--- config.mk ---
export PLATFORM = sky130hd
export DESIGN_NAME = bcd_serial_add_ctrl
export DESIGN_NICKNAME = d
export VERILOG_FILES = /design/src/rtl/bcd_serial_add_ctrl.sv
export SDC_FILE = /design/constraint.sdc
export NUM_CORES = 1
export LEC_CHECK = 0
export BUFFER_PORTS_ARGS = -buffer_cell sky130_fd_sc_hd__buf_2
export CAP_MARGIN = 20
export CORE_UTILIZATION = 47
export CTS_CLUSTER_DIAMETER = 80
export DETAILED_ROUTE_END_ITERATION = 8
export PLACE_DENSITY = 0.68
export SLEW_MARGIN = 20
export SYNTH_ARGS = -nofsm -noshare
export SYNTH_HDL_FRONTEND = slang
export SYNTH_SLANG_ARGS = --single-unit
--- constraint.sdc ---
create_clock -name clk -period 6.2 [get_ports clk]
set_input_delay 0.62 -clock clk [delete_from_list [all_inputs] [get_ports clk]]
set_output_delay 0.62 -clock clk [all_outputs]
set_load 0.1 [all_outputs]
--- src/rtl/bcd_serial_add_ctrl.sv ---
// Digit-serial packed-BCD adder controller: one BCD digit slice reused LSD-first, one digit per clock.
// Optional macro BCD_DIGIT_CHECK_EN builds the sticky invalid-digit flag on err.
module bcd_serial_add_ctrl #(
    parameter int unsigned DIGITS = 4,
    parameter int unsigned CNT_W  = 3
) (
    input  logic                  clk,
    input  logic                  rst,
    input  logic                  start,
    input  logic [4*DIGITS-1:0]   a,
    input  logic [4*DIGITS-1:0]   b,
    input  logic                  c_in,
    output logic                  ready,
    output logic                  busy,
    output logic                  done,
    output logic [4*DIGITS-1:0]   sum,
    output logic                  c_out,
    output logic                  err
);

    localparam logic [CNT_W-1:0] LAST_CNT = CNT_W'(DIGITS - 1);

    typedef enum logic [1:0] {
        S_IDLE = 2'd0,
        S_ADD  = 2'd1,
        S_DONE = 2'd2
    } state_t;

    state_t                  state_q, state_nxt;
    logic                    accept_c;
    logic [CNT_W-1:0]        cnt_q;
    logic                    carry_q;
    logic [DIGITS-1:0][3:0]  a_q, b_q, res_q;

    logic [3:0]              a_d_c, b_d_c, dig_c;
    logic [4:0]              t_c;
    logic                    cy_c;
    logic [DIGITS-1:0][3:0]  res_c;

    // Shared digit slice: select current digits, BCD-correct, merge into the result.
    always_comb begin
        a_d_c = '0;
        b_d_c = '0;
        for (int i = 0; i < DIGITS; i++) begin
            if (cnt_q == CNT_W'(i)) begin
                a_d_c = a_q[i];
                b_d_c = b_q[i];
            end
        end
        t_c = 5'(a_d_c) + 5'(b_d_c) + 5'(carry_q);
        if (t_c > 5'd9) begin
            dig_c = 4'(t_c + 5'd6);
            cy_c  = 1'b1;
        end else begin
            dig_c = t_c[3:0];
            cy_c  = 1'b0;
        end
        res_c = res_q;
        for (int i = 0; i < DIGITS; i++) begin
            if (cnt_q == CNT_W'(i)) begin
                res_c[i] = dig_c;
            end
        end
    end

    always_ff @(posedge clk) begin
        if (rst) begin
            state_q <= S_IDLE;
        end else begin
            state_q <= state_nxt;
        end
    end

    always_comb begin
        state_nxt = state_q;
        accept_c  = 1'b0;
        case (state_q)
            S_IDLE: begin
                if (start) begin
                    accept_c  = 1'b1;
                    state_nxt = S_ADD;
                end
            end
            S_ADD: begin
                if (cnt_q == LAST_CNT) begin
                    state_nxt = S_DONE;
                end
            end
            S_DONE: begin
                if (start) begin
                    accept_c  = 1'b1;
                    state_nxt = S_ADD;
                end else begin
                    state_nxt = S_IDLE;
                end
            end
            default: state_nxt = S_IDLE;
        endcase
    end

    // Operand latch, digit stepping, and result publication on the last digit.
    always_ff @(posedge clk) begin
        if (rst) begin
            a_q     <= '0;
            b_q     <= '0;
            res_q   <= '0;
            carry_q <= 1'b0;
            cnt_q   <= '0;
            sum     <= '0;
            c_out   <= 1'b0;
            ready   <= 1'b1;
            busy    <= 1'b0;
            done    <= 1'b0;
        end else begin
            if (accept_c) begin
                a_q     <= a;
                b_q     <= b;
                carry_q <= c_in;
                cnt_q   <= '0;
                res_q   <= '0;
            end else if (state_q == S_ADD) begin
                res_q   <= res_c;
                carry_q <= cy_c;
                cnt_q   <= cnt_q + CNT_W'(1);
                if (cnt_q == LAST_CNT) begin
                    sum   <= res_c;
                    c_out <= cy_c;
                end
            end
            ready <= (state_nxt != S_ADD);
            busy  <= (state_nxt == S_ADD);
            done  <= (state_nxt == S_DONE);
        end
    end

`ifdef BCD_DIGIT_CHECK_EN
    logic inv_c;
    assign inv_c = (a_d_c > 4'd9) || (b_d_c > 4'd9);

    // Sticky until the next accepted operation.
    always_ff @(posedge clk) begin
        if (rst) begin
            err <= 1'b0;
        end else if (accept_c) begin
            err <= 1'b0;
        end else if ((state_q == S_ADD) && inv_c) begin
            err <= 1'b1;
        end
    end
`else
    assign err = 1'b0;
`endif

endmodule
==> impl_metrics.py <==
metrics = {
    "run_status": {
        "outcome": "completed",
    },
    "die": {
        "pin_count": 57,
        "initial_core_util": 0.483,
        "rows": 30,
        "fp.dieH_um": 85.3,
        "die_area_mm2": 0.00728,
        "dieWidth_um": 85.3,
        "core_mm2": 0.00676,
    },
    "grt": {
        "grt_util_all_layers": 0.220,
        "grt_overflow": 0,
        "grt_pass1_vias": 2673,
        "grt_pass1_wl_mm": 12.6,
        "grt.busiest_layer": "met2",
        "grtUsageMet2": 0.385,
        "grt_antenna_before_repair": 0,
        "grt_max_degree": 46,
        "grt_util_met3": 0.0477,
        "grt_use_met1": 0.274,
    },
    "setup_path": {
        "endpoint_kind": "register",
        "worstPathRequired_ns": 6.46,
        "crit_type": "reg2reg",
        "startpoint_type": "register",
        "crit_chain": "ha_1, nor2_1, a21oi_1, o21ai_0, a22oi_1, fa_1, inv_1, fa_1, inv_1, ha_1, a22o_1, o31ai_4, mux2_4, o31ai_2",
        "crit_slowest_cell": "fa_1",
        "cp.arrival_ns": 4.53,
        "max_stage_delay_ns": 0.79,
        "crit_fanout": 18,
    },
    "clocking": {
        "cts_tree": "yes",
        "postCtsSetupBuffers": 0,
        "htree_levels": 3,
        "cts-resized-gates": 0,
        "clkLatencyLatePin_ns": 0.34,
        "ctsHoldBuffers": 0,
        "cts_max_path_buffers": 2,
        "cts_inserted_buffers": 9,
        "clk_pin_slew_ns": 0.08,
        "cts.sinks": 70,
        "cts-root-buf": "clkbuf_8",
    },
    "yosys": {
        "syn_area_per_cell_um2": 7.92,
        "synth-seq-cells": 70,
        "synth.distinct_cells": 40,
        "synthCells": 412,
        "syn-cell-area_mm2": 0.00326,
        "synth_warnings": 0,
        "synth_nets": 459,
        "synth-seq-area-share": 0.429,
    },
    "sta": {
        "slew_headroom": 0.409,
        "tightest_slew_ns": 0.887,
        "skew_ns": 0.00753,
        "max_freq_ghz": 0.235,
        "min_period_over_period": 0.688,
        "whs_ns": 0.452,
        "rsz0062_at_grt": "no",
        "slew_violations": 0,
        "min_period_ns": 4.26,
        "fin_setup_tns_ns": 0,
        "hold_viol": 0,
        "setup_violations": 0,
    },
    "detailed_routing": {
        "drc_errors": 0,
        "routed_wl_mm": 7.51,
        "vias": 2940,
        "antenna_left": 0,
        "first_pass_iters": 4,
        "wl_per_cell_um": 14.1,
        "drt_iter0_markers": 181,
        "viasPerCell": 5.52,
    },
    "place": {
        "gp_congestion": 0.869,
        "dp_hpwl_mm": 5.20,
        "portBuffers": 55,
    },
    "flow_run": {
        "maxCapViolCount": 0,
    },
    "pwr": {
        "irDropWorstVdd_mv": 0.133,
        "powerDensity_mw_per_mm2": 292,
        "leakage_nw": 1.53,
    },
    "hold_path": {
        "hold_class": "reg2reg",
    },
    "layout": {
        "area_growth_pct": 15.4,
        "nNetsFinal": 495,
        "diodes": 0,
        "layout-drive-gt1-share": 0.192,
    },
}
==> cell type report <==
cell class              instances  area [um2]
fillers                       661        2990
multi-input cells             302        1700
flip-flops and latches         70        1400
repair buffers                 57         290
clock buffers                  11         141
clock inverters                 5         106
well taps                      80         100
inverters                       8        30.0
==> power breakdown <==
part,internal [W],switching (W),leakage [nW]
Sequential,0.000467,0.0000108,0.570
Clock,0.000279,0.000173,0.120
Combinational,0.0000533,0.000115,0.844
==> cell usage in the layout, fill, tap and decap left out, drive strengths merged <==
master    count
o2111ai       4
a211oi        5
buf          57
ha            9
and4          9
clkbuf       11
xnor2         3
clkinvlp      1
a22o          7
or3           1
o21a          1
nand2b        2
a31oi        10
dfxtp        70
nand3         8
clkinv        1
nor3         10
fa            2
and2          1
a21o          3
mux2          1
a221oi        4
bufinv        3
o31ai         5
nand2        99
inv           8
nor2         28
o21ai        23
and3b         1
o211ai        3
conb          1
a21oi        55
nor2b         5
a22oi         2
==> synthesized netlist by cell type (all sizes together) <==
master / n / area (um2)
o211ai: 3 / 22.5
a22o: 7 / 61.3
a21oi: 55 / 279
and3b: 1 / 10.0
buf: 9 / 52.6
o21a: 1 / 8.76
nor3: 10 / 55.1
a221oi: 4 / 35.0
nand2b: 2 / 12.5
a22oi: 2 / 15.0
nand3: 8 / 40.0
and2: 1 / 6.26
a21o: 3 / 23.8
fa: 2 / 40.0
a31oi: 10 / 62.6
clkbuf: 23 / 86.3
dfxtp: 70 / 1400
and4: 9 / 78.8
nor2b: 5 / 31.3
o31ai: 5 / 71.3
or3: 1 / 6.26
conb: 1 / 3.75
inv: 8 / 30.0
ha: 9 / 113
nand2: 99 / 372
xnor2: 3 / 26.3
a211oi: 5 / 37.5
mux2: 1 / 15.0
o21ai: 23 / 126
nor2: 28 / 105
o2111ai: 4 / 35.0
==> metal layers <==
metal | wire [um] | share of wire
met2 | 3640 | 0.49
met4 | 67 | 0.0089
met5 | 0 | 0
met3 | 349 | 0.046
met1 | 3450 | 0.46
==> stage by stage <==
step	setup WS [ns]	util	area [um2]	cells	total power, W
floorplan	2.12	-	3260	412	0.000620
global placement	2.17	0.521	3520	517	0.000652
detailed placement	2.00	0.521	3520	517	0.000655
CTS	1.98	0.557	3760	533	0.00111
global route	1.63	0.557	3760	533	0.00115
finish	1.94	0.557	3760	533	0.00110
==> final timing paths <==
check / start / to / slack, ns / cells past startpoint
hold reg to reg: sum[8] / sum[8] / 0.45 / 2
setup reg to reg: cnt_q[0] / res_q[2] / 1.94 / 14
hold / removal: sum[8] / sum[8] / 0.45 / 2
setup / recovery: cnt_q[0] / res_q[2] / 1.94 / 14
==> critical path: cells and delay by family (launching register included) <==
| kind | cells | cell delay, ns |
|---|---|---|
| AO/OA/AOI/OAI | 6 | 1.31 |
| adder cells (fa/ha/maj) | 4 | 1.81 |
| multiplexers | 1 | 0.40 |
| buffers and inverters | 2 | 0.15 |
| AND/OR/NAND/NOR | 1 | 0.11 |
| flip-flops | 1 | 0.40 |
==> registers in the layout (all words and copies together) (netlist names) <==
| name | flops |
|---|---|
| busy | 1 |
| sum | 16 |
| c_out | 1 |
| ready | 1 |
| done | 1 |
| cnt_q | 3 |
| a_q | 16 |
| state_q | 2 |
| b_q | 16 |
| res_q | 12 |
| carry_q | 1 |
==> cell families after synthesis <==
family          count (synthesis)  share of synthesized area
other cells                     1                    0.00115
compound gates                122                      0.238
buf+inv                        40                     0.0518
xor+xnor                        3                    0.00805
fa+ha+maj                      11                     0.0468
simple gates                  164                      0.220
mux                             1                    0.00460
flops                          70                      0.429
No activity file was read; power rests on OpenSTA's default activity.
